[config.mk]
export PLATFORM = sky130hd
export DESIGN_NAME = tas_lock_initiator
export DESIGN_NICKNAME = d
export VERILOG_FILES = /design/src/rtl/tas_lock_initiator.sv
export SDC_FILE = /design/constraint.sdc
export NUM_CORES = 1
export LEC_CHECK = 0
export BUFFER_PORTS_ARGS = -buffer_cell sky130_fd_sc_hd__buf_2
export CAP_MARGIN = 20
export CORE_MARGIN = 2
export CORE_UTILIZATION = 50
export DETAILED_ROUTE_END_ITERATION = 8
export HOLD_SLACK_MARGIN = 0.12
export MAX_ROUTING_LAYER = met4
export PLACE_DENSITY_LB_ADDON = 0.25
export SLEW_MARGIN = 20
export SYNTH_ARGS = -nofsm -noshare
export SYNTH_HDL_FRONTEND = slang
export SYNTH_SLANG_ARGS = --single-unit
[constraint.sdc]
create_clock -name clk -period 3.25 [get_ports clk]
set_input_delay 0.325 -clock clk [delete_from_list [all_inputs] [get_ports clk]]
set_output_delay 0.325 -clock clk [all_outputs]
set_load 0.01 [all_outputs]
[src/rtl/tas_lock_initiator.sv]
// rtl/tas_lock_initiator.sv - test-and-set spinlock initiator for a grant-based interconnect master port
module tas_lock_initiator #(
  parameter int ADDR_MEM_WIDTH = 12,
  parameter int DATA_WIDTH     = 32,
  parameter int BE_WIDTH       = DATA_WIDTH / 8,
  parameter int BACKOFF_MIN    = 4,
  parameter int BACKOFF_MAX    = 256,
  parameter int MAX_RETRIES    = 0,
  parameter int CNT_WIDTH      = 16
) (
  input  logic                      clk,
  input  logic                      rst_n,
  input  logic                      acquire_i,
  input  logic                      release_i,
  input  logic [ADDR_MEM_WIDTH-2:0] lock_addr_i,
  output logic                      locked_o,
  output logic                      busy_o,
  output logic                      fail_o,
  output logic                      released_o,
  output logic [CNT_WIDTH-1:0]      attempts_o,
  output logic                      data_req_o,
  output logic [ADDR_MEM_WIDTH-1:0] data_add_o,
  output logic                      data_wen_o,
  output logic [DATA_WIDTH-1:0]     data_wdata_o,
  output logic [BE_WIDTH-1:0]       data_be_o,
  input  logic                      data_gnt_i,
  input  logic                      data_r_valid_i,
  input  logic [DATA_WIDTH-1:0]     data_r_rdata_i
);

  typedef enum logic [2:0] {
    IDLE,
    TS_REQ,
    TS_WAIT,
    BACKOFF,
    LOCKED,
    REL_REQ,
    REL_WAIT
  } state_t;

  localparam logic [CNT_WIDTH-1:0] MIN_W     = CNT_WIDTH'(BACKOFF_MIN);
  localparam logic [CNT_WIDTH-1:0] MAX_W     = CNT_WIDTH'(BACKOFF_MAX);
  localparam logic [CNT_WIDTH:0]   MAX_W_EXT = (CNT_WIDTH + 1)'(BACKOFF_MAX);
  localparam logic [CNT_WIDTH-1:0] RETRY_LIM = CNT_WIDTH'(MAX_RETRIES);

  state_t                    state;
  logic [ADDR_MEM_WIDTH-2:0] addr_q;
  logic [CNT_WIDTH-1:0]      window;
  logic [CNT_WIDTH-1:0]      backoff_cnt;

  logic [CNT_WIDTH-1:0]      attempts_inc;
  logic [CNT_WIDTH:0]        window_dbl;
  logic [CNT_WIDTH-1:0]      window_next;
  logic                      abort_hit;

  // Saturating attempt increment, doubled backoff window clamped to the ceiling, abort detection
  always_comb begin
    attempts_inc = (attempts_o == '1) ? attempts_o : attempts_o + CNT_WIDTH'(1);
    window_dbl   = {window, 1'b0};
    window_next  = (window_dbl > MAX_W_EXT) ? MAX_W : window_dbl[CNT_WIDTH-1:0];
    abort_hit    = (MAX_RETRIES != 0) && (attempts_inc == RETRY_LIM);
  end

  // Byte enables are constant: lock words are always accessed whole
  assign data_be_o = '1;

  // Busy covers every in-flight or backing-off state
  assign busy_o = (state != IDLE) && (state != LOCKED);

  // Main FSM; every network-facing output is registered and only changes on state transitions
  always_ff @(posedge clk or negedge rst_n) begin
    if (!rst_n) begin
      state        <= IDLE;
      addr_q       <= '0;
      window       <= MIN_W;
      backoff_cnt  <= '0;
      data_req_o   <= 1'b0;
      data_add_o   <= '0;
      data_wen_o   <= 1'b1;
      data_wdata_o <= '0;
      locked_o     <= 1'b0;
      fail_o       <= 1'b0;
      released_o   <= 1'b0;
      attempts_o   <= '0;
    end else begin
      fail_o     <= 1'b0;
      released_o <= 1'b0;
      case (state)
        IDLE: begin
          if (acquire_i) begin
            addr_q       <= lock_addr_i;
            attempts_o   <= '0;
            window       <= MIN_W;
            data_req_o   <= 1'b1;
            data_add_o   <= {1'b1, lock_addr_i};
            data_wen_o   <= 1'b1;
            data_wdata_o <= '0;
            state        <= TS_REQ;
          end
        end
        TS_REQ: begin
          if (data_gnt_i) begin
            data_req_o <= 1'b0;
            state      <= TS_WAIT;
          end
        end
        TS_WAIT: begin
          if (data_r_valid_i) begin
            if (data_r_rdata_i == '0) begin
              locked_o <= 1'b1;
              state    <= LOCKED;
            end else begin
              attempts_o <= attempts_inc;
              if (abort_hit) begin
                fail_o <= 1'b1;
                state  <= IDLE;
              end else begin
                backoff_cnt <= window;
                window      <= window_next;
                state       <= BACKOFF;
              end
            end
          end
        end
        BACKOFF: begin
          backoff_cnt <= backoff_cnt - CNT_WIDTH'(1);
          if (backoff_cnt < CNT_WIDTH'(2)) begin
            data_req_o <= 1'b1;
            data_add_o <= {1'b1, addr_q};
            data_wen_o <= 1'b1;
            state      <= TS_REQ;
          end
        end
        LOCKED: begin
          if (release_i) begin
            data_req_o   <= 1'b1;
            data_add_o   <= {1'b0, addr_q};
            data_wen_o   <= 1'b0;
            data_wdata_o <= '0;
            state        <= REL_REQ;
          end
        end
        REL_REQ: begin
          if (data_gnt_i) begin
            data_req_o <= 1'b0;
            locked_o   <= 1'b0;
            state      <= REL_WAIT;
          end
        end
        REL_WAIT: begin
          if (data_r_valid_i) begin
            released_o <= 1'b1;
            data_wen_o <= 1'b1;
            state      <= IDLE;
          end
        end
        default: state <= IDLE;
      endcase
    end
  end

endmodule

==> results of run 1 <==
==> worst max-delay path, stage by stage, from the launching register on <==
cell	delay, ps
dfrtp_1	460
nor3_2	380
nand2_1	190
o31ai_4	320
and3_1	710
mux2_2	410
==> final timing paths <==
kind	startpoint	endpoint	slack (ps)	cells after the start
min in group clk	lock_addr_i[10]	addr_q[10]$_DFFE_PN0P_	160	3
hold reg to reg	addr_q[3]$_DFFE_PN0P_	addr_q[3]$_DFFE_PN0P_	470	2
setup / recovery	backoff_cnt[4]$_DFFE_PN0P_	data_add_o[2]$_DFFE_PN0P_	680	5
setup reg to reg	backoff_cnt[4]$_DFFE_PN0P_	data_add_o[2]$_DFFE_PN0P_	680	5
max in group asynchronous	rst_n	data_add_o[2]$_DFFE_PN0P_	2520	1
hold / removal	rst_n	backoff_cnt[3]$_DFFE_PN0P_	120	1
==> cell type report <==
cell class              count  area, sq um
multi-input cells         381         2360
flip-flops and latches     76         1900
clock buffers              10          138
fillers                   779         3700
repair buffers             87          453
well taps                 108          135
inverters                  14         52.6
clock inverters             6         63.8
==> cells by family after synthesis <==
group	after synthesis	synth area share
other	2	0.00164
flip-flops	76	0.417
adder cells (fa/ha/maj)	2	0.00547
multiplexers	31	0.0816
XOR/XNOR	1	0.00192
AND/OR/NAND/NOR	196	0.232
buffers and inverters	73	0.0972
AO/OA/AOI/OAI	114	0.163
==> power by group <==
part	switching [mW]	leakage [nW]	internal [mW]	total, mW
combinational	0.0615	1.36	0.0274	0.0889
sequential	0.000936	0.993	0.945	0.946
clock	0.358	0.0983	0.374	0.732
==> per-stage QoR <==
step	setup slack, ps	hold slack [ps]
after floorplan	1280	29.4
after global placement	752	452
after detailed placement	709	463
after CTS	688	157
after global routing	528	180
final	678	120
==> flip-flops by register name (all words and copies together), names as in the netlist, 3 cells and up <==
name and count:
attempts_o 16, backoff_cnt 16, window 14, state 3
data_add_o 12, addr_q 11
==> synth_stat cells, types with 2 or more instances <==
cell type and n:
a22o_1 3, mux2i_1 5, a21boi_1 2, a211o_1 3
o41ai_1 2, o21a_1 2, and4_1 6, conb_1 2
nor4_1 15, o2111ai_1 4, or3_1 7, nand2b_1 7
nor3b_2 2, o21ai_1 6, and2_1 12, clkbuf_1 13
buf_4 39, nand4_1 11, o21ai_0 25, o311ai_0 2
mux2_4 8, mux2_2 15, o31ai_1 11, o211ai_1 3
nor3_2 3, ha_1 2, o211a_1 2, buf_2 6
a21o_1 2, inv_1 13, dfrtp_1 74, o22ai_1 11
o31a_1 2, nor2_1 23, a21oi_1 26, nor2b_1 2
nor3_1 7, dfstp_2 2, or4_1 9, and3_1 7
mux2_1 3, nand2_1 61, nand3_1 18
==> routing by layer <==
metal,track usage,vias up,share of wire
li1,-,1891,-
met1,0.343,1896,0.44
met2,0.385,162,0.48
met3,0.0562,12,0.068
met4,0.0622,0,0.011
met5,-,-,0
==> metrics.txt, run 1 <==
pin count of the biggest net entering global routing 77; Area Growth Syn to Fin 11.7%; asr flop ratio synth 1.00; drt total wl 11.7 mm; RSZ-0062 raised after global routing no; Avg Cell Area, Syn 9.23 sq um; Peak VDD IR 0.000201 V; FMAX 389 MHz; H-tree depth 3; crit path kind reg2reg; DRC Markers 0; largest buffer count on any clock path 2; HP Class in2async; Area after DPL 0.00490 sq mm; Post-Syn Area 0.00457 sq mm; Cell Count Post-Placement 666; ratio of cells with drive above 1 in the final layout 0.244; CTS tree done; final setup fails 0; leading post-synthesis cells by cell area dfrtp_1, buf_4, nand2_1; Yosys cell types 60; final cell count without fillers 682; Antenna Nets Post-Route 0; IO buf count 81; nets 620; outcome finished clean; max cap viols 0; largest area contributor in the netlist dfrtp_1; via count 3,961; number of synthesized flops with an enable pin 0; crit start category flop; CTS clock-pin slew for the worst setup and hold paths 80 ps; GRT overflow 0; vias in the first global route 3,749; Starting Density 0.519; CP arrival 2820 ps; most frequent cells in the layout buf_2, dfrtp_1, nand2_1; Pleak 2.45 nW; RD Place Congestion 0.974; Clk Latency, worst-skew pair 360 ps; cell count after synthesis 495; Slew Limit Fails 0; post-CTS setup buffer count 0; chip height 99.6 um; skew final 10.1 ps; CP max FO 12; Core ar. 0.00881 sq mm; Detailed Routing Iterations Pass 1 5; fin crit share 0.792; slew margin rel. 0.334; Tot GR Track Use 0.252; Initial DRC Count 251; DR WL/cell 17.2 um; dpl hpwl 8.61 mm; Most used DFF post-synth dfrtp_1; post-layout util 0.580; commonest non-fill, non-tap cell in the layout buf_2; top cell type's share of synthesized area 0.405; first-pass GRT wire length 19.2 mm; IO Count 119; CTS resizes 0; fin area 0.00510 sq mm; die area 0.00992 sq mm; Power Density 346 mW/mm^2; Post-CTS Hold Buffers 0; Via density 5.81; clk sink count 76; Final Hold Vio Count 0; Num CTS Buffers 9; Crit path required time 3500 ps; Least-Margin Pin Slew 995 ps; row count 34; TNS Setup 0 ps; final total power 1.77 mW; flops & latches, synth 76; initial antenna violation count 0; CTS Root Cell clkbuf_8; Chip Width 99.6 um; ANT cells 0; Crit. End Element flop; Synthesis Warnings 0; sequential fraction of the synthesis area 0.417; Final min period 2570 ps
(Power assumes the default switching activity.)
==> run 2, diff against run 1 <==
clock period = 2.4 ns   (was 3.25 ns; I/O delays follow)
==> metrics.txt, run 2 (synthesized netlist as in run 1, its figures left out) <==
ratio of cells with drive above 1 in the final layout 0.254 (+0.0103); CTS Root Cell clkbuf_8; Largest regs attempts_o (16), backoff_cnt (16), window (14); hold depth 4; Final Hold Vio Count 0 (unchanged); Slew Limit Fails 0 (unchanged); RSZ-0062 raised after global routing no; CP peak stage delay 440 ps (-270 ps); final total power 2.35 mW (+33%); TNS Setup 0 ps (unchanged); Peak VDD IR 0.000323 V (+61%); skew final 9.63 ps (-0.435 ps); Crit path required time 2650 ps (-850 ps); setup ws final 175 ps (-503 ps); Crit-path slowest cell dfrtp_1; Crit. End Element flop; ANT cells 0 (unchanged); initial antenna violation count 0 (unchanged); Core ar. 0.00881 sq mm (unchanged); H-tree depth 3 (unchanged); IO Count 119 (unchanged); post-CTS setup buffer count 0 (unchanged); CTS tree done; crit start category flop; max cap viols 0 (unchanged); Tot GR Track Use 0.254 (+0.00277); reg2reg path depth 6 (+1); via count 4,086 (+3.2%); DRC Markers 0 (unchanged); combinational fraction of design power 0.061 (+0.011); first-pass GRT wire length 19.5 mm (+1.5%); Switching Share 0.267 (+0.0289); Via density 5.79 (-0.35%); Area Growth Syn to Fin 16.2%; Final min period 2230 ps (-347 ps); CP arrival 2480 ps (-340 ps); Post-CTS Hold Buffers 12 (+12); crit path kind reg2reg; critical-path cell list nor3_4, nand4bb_2, o31ai_4, and3_1, buf_4, mux2_2; vias in the first global route 3,943 (+5.2%); nets 644 (+3.9%); internal power 1.73 mW (+28%); pre-CTS WS 205 ps (-505 ps); commonest non-fill, non-tap cell in the layout buf_2; HP Class in2reg; Clk pwr share 0.395 (-0.019); Antenna Nets Post-Route 0 (unchanged); Initial DRC Count 186 (-26%); Chip Width 99.6 um (unchanged); most frequent cells in the layout buf_2, dfrtp_1, nand2_1; FMAX 449 MHz (+16%); NetSw 0.628 mW (+49%); IO buf count 81 (unchanged); CTS clock-pin slew for the worst setup and hold paths 90 ps (about the same); Pleak 2.56 nW (+4.5%); GRT overflow 0 (unchanged); final setup fails 0 (unchanged); dpl hpwl 8.77 mm (+1.9%); CP max FO 12 (unchanged); largest buffer count on any clock path 2 (unchanged); slew margin rel. 0.431 (+0.0969); pin count of the biggest net entering global routing 77 (unchanged); RD Place Congestion 0.945 (-3.0%); clk sink count 76 (unchanged); drt total wl 12.0 mm (+2.3%); Least-Margin Pin Slew 848 ps (-147 ps); Sequential Power Share 0.544 (+0.009); chip height 99.6 um (unchanged); fin crit share 0.927 (+0.136); die area 0.00992 sq mm (unchanged); Power Density 443 mW/mm^2 (+28%); row count 34 (unchanged); DR WL/cell 17.0 um (-1.2%); Num CTS Buffers 9 (unchanged); outcome finished clean; Detailed Routing Iterations Pass 1 5 (unchanged); CTS resizes 0 (unchanged); Clk Latency, worst-skew pair 360 ps (about the same); Starting Density 0.519 (unchanged)
[run 2: per-stage QoR]
stage	cells	utilization	hold slack [ps]	area (sq um)
after global routing	706	0.603	160	5310
after global placement	678	0.568	292	5010
after floorplan	530	-	-55.6	4700
after CTS	706	0.603	139	5310
final	706	0.603	162	5310
after detailed placement	678	0.568	296	5010
[run 2: final cells by class]
type	count	area, sq um
clock inverters	7	62.6
fillers	755	3490
clock buffers	9	124
multi-input cells	381	2360
repair buffers	111	676
well taps	108	135
inverters	14	52.6
flip-flops and latches	76	1900
[run 2: path summary, 6_finish.rpt]
check                                      startpoint                         end  slack [ps]
setup / recovery           backoff_cnt[8]$_DFFE_PN0P_   data_add_o[1]$_DFFE_PN0P_         170
hold / removal                              release_i      data_wen_o$_DFFE_PN1P_         160
setup reg to reg           backoff_cnt[8]$_DFFE_PN0P_   data_add_o[1]$_DFFE_PN0P_         170
hold reg to reg                 addr_q[6]$_DFFE_PN0P_       addr_q[6]$_DFFE_PN0P_         480
max in group asynchronous                       rst_n       window[2]$_DFFE_PN1P_        1590
min in group asynchronous                       rst_n  backoff_cnt[0]$_DFFE_PN0P_         410
[run 2: metal layers]
metal / share of wire / GRT usage
met1: 0.44 / 0.342
met3: 0.065 / 0.0590
met4: 0.0079 / 0.0558
met2: 0.49 / 0.397
met5: 0 / -
[run 2: critical path, delay by kind of cell (launching register included)]
kind,cells,cell delay [ps]
buffers and inverters,1,250
flip-flops,1,440
AND/OR/NAND/NOR,3,760
multiplexers,1,360
AO/OA/AOI/OAI,1,300
[run 2: power by group through the flow]
stage | logic, mW | registers (mW) | clock network, mW
2_1_floorplan | 0.0871 | 1.31 | 0
4_1_cts | 0.144 | 1.28 | 0.956
3_5_place_dp | 0.128 | 1.31 | 0
3_3_place_gp | 0.127 | 1.31 | 0
5_1_grt | 0.159 | 1.28 | 1.01
6_report | 0.143 | 1.28 | 0.929
==> run 3, diff against run 2 <==
==> constraint.sdc (replaced) <==
create_clock -name clk -period 2.4 [get_ports clk]
set_input_delay 0.6 -clock clk [delete_from_list [all_inputs] [get_ports clk]]
set_output_delay 0.6 -clock clk [all_outputs]
set_load 0.01 [all_outputs]
==> metrics.txt, run 3 (synthesized netlist as in run 1, its figures left out) <==
outcome finished clean; initial antenna violation count 0 (unchanged); most frequent cells in the layout buf_2, dfrtp_1, nand2_1; largest buffer count on any clock path 2 (unchanged); dpl hpwl 8.93 mm (+1.9%); Area Growth Syn to Fin 15.1%; fin area 0.00526 sq mm (-0.99%); Initial DRC Count 188 (+1.1%); Starting Density 0.519 (unchanged); FILL cells 794 (+5.2%); final setup fails 0 (unchanged); row count 34 (unchanged); worst setup path start state[1]$_DFFE_PN0P_; Final min period 2130 ps (-94.4 ps); Post-CTS Hold Buffers 0 (-12); crit path kind reg2reg; RSZ-0062 raised after global routing no; internal power 1.80 mW (+4.2%); Detailed Routing Iterations Pass 1 6 (+1); Antenna Nets Post-Route 0 (unchanged); Via density 5.85 (+1.1%); slew margin rel. 0.531 (+0.100); Power Density 452 mW/mm^2 (+2.0%); Peak VDD IR 0.000322 V (-0.34%); post-layout util 0.597 (-0.00597); CP max FO 15 (+3); max cap viols 0 (unchanged); HP Class in2async; Sequential Power Share 0.539 (-0.005); FMAX 469 MHz (+4.4%); Chip Width 99.6 um (unchanged); die area 0.00992 sq mm (unchanged); reg-to-reg endpoint data_add_o[2]$_DFFE_PN0P_; post-CTS setup buffer count 0 (unchanged); Slew Limit Fails 0 (unchanged); NetSw 0.580 mW (-7.7%); IO buf count 81 (unchanged); Num CTS Buffers 9 (unchanged); vias in the first global route 3,842 (-2.6%); ANT cells 0 (unchanged); commonest non-fill, non-tap cell in the layout buf_2; R2R Path Start state[1]$_DFFE_PN0P_; via count 4,088 (+0.049%); Final Hold Vio Count 0 (unchanged); CTS resizes 0 (unchanged); drt total wl 12.0 mm (-0.13%); Area after DPL 0.00507 sq mm (+1.2%); pin count of the biggest net entering global routing 40 (-48%); H-tree depth 3 (unchanged); worst setup path endpoint data_add_o[2]$_DFFE_PN0P_; CP arrival 2370 ps (-110 ps); RD Place Congestion 0.886 (-6.3%); fin crit share 0.888 (-0.0393); Tot GR Track Use 0.250 (-0.00407); Clk pwr share 0.407 (+0.012); Pleak 2.54 nW (-0.83%); CTS tree done; nets 637 (-1.1%); DR WL/cell 17.1 um (+0.87%); CTS Root Cell clkbuf_8; r2r setup slk 270 ps (+90 ps); clk sink count 76 (unchanged); Switching Share 0.244 (-0.0230); Core ar. 0.00881 sq mm (unchanged); skew final 9.87 ps (+0.236 ps); final total power 2.38 mW (+1.0%); ratio of cells with drive above 1 in the final layout 0.266 (+0.0115); reg2reg path depth 6 (unchanged); Crit. End Element flop; Clk Latency, worst-skew pair 340 ps (-20 ps); first-pass GRT wire length 19.2 mm (-1.6%); GRT overflow 0 (unchanged); Largest regs attempts_o (16), backoff_cnt (16), window (14); Least-Margin Pin Slew 702 ps (-146 ps); DRC Markers 0 (unchanged); combinational fraction of design power 0.054 (-0.007); CTS clock-pin slew for the worst setup and hold paths 80 ps (about the same); Crit path required time 2630 ps (-20 ps); IO Count 119 (unchanged); TNS Setup 0 ps (unchanged); crit start category flop; chip height 99.6 um (unchanged)
## run 3: cell count changes in the layout (fill, tap and decap cells not counted), sizes merged
cell / previous run / this run
clkinv: 5 / 3
bufinv: 0 / 1
dlygate4sd3: 12 / 0
buf: 99 / 104
clkinvlp: 1 / 3
inv: 15 / 14
## run 3: power by group through the flow
stage	logic, mW	clock network (mW)	registers, mW
2_1_floorplan	0.0871	0	1.31
3_3_place_gp	0.126	0	1.31
3_5_place_dp	0.129	0	1.31
4_1_cts	0.129	0.991	1.28
5_1_grt	0.144	1.03	1.28
6_report	0.129	0.967	1.28
## run 3: cell type report
cell class	count	area, sq um	area share
multi-input cells	381	2360	0.448
well taps	108	135	0.0257
flip-flops and latches	76	1900	0.362
inverters	14	52.6	0.00999
repair buffers	104	618	0.118
clock buffers	9	124	0.0235
clock inverters	7	67.6	0.0128
## run 3: metal layers
| metal | global-route usage | up-vias | wire length, um |
|---|---|---|---|
| li1 | - | 1930 | - |
| met1 | 0.349 | 2018 | 5490 |
| met2 | 0.390 | 132 | 5820 |
| met3 | 0.0457 | 8 | 574 |
| met4 | 0.0453 | 0 | 93 |
| met5 | - | - | 0 |
## run 3: how the worst min path moves through the flow
stage / depth (start not counted) / start / to / slack [ps]
after floorplan: 0 / rst_n / addr_q[0]$_DFFE_PN0P_ / 300
after global placement: 2 / addr_q[2]$_DFFE_PN0P_ / addr_q[2]$_DFFE_PN0P_ / 450
after detailed placement: 2 / addr_q[9]$_DFFE_PN0P_ / addr_q[9]$_DFFE_PN0P_ / 460
after CTS: 1 / rst_n / backoff_cnt[4]$_DFFE_PN0P_ / 230
after global routing: 1 / rst_n / data_add_o[11]$_DFFE_PN0P_ / 250
final: 1 / rst_n / backoff_cnt[4]$_DFFE_PN0P_ / 220
## run 3: critical path: stages, from the launching register on
cell and delay (ps):
dfrtp_1 620, nand2b_1 250, nor2_2 290, a21oi_1 80
buf_4 200, mux2_1 310, mux2_2 260
## run 3: stage by stage
stage | worst slack [ps] | instances | hold slack, ps
global placement | 23.5 | 683 | 451
global route | 138 | 699 | 254
detailed placement | -68.1 | 683 | 463
floorplan | 367 | 530 | 304
finish | 269 | 699 | 223
CTS | 285 | 699 | 234
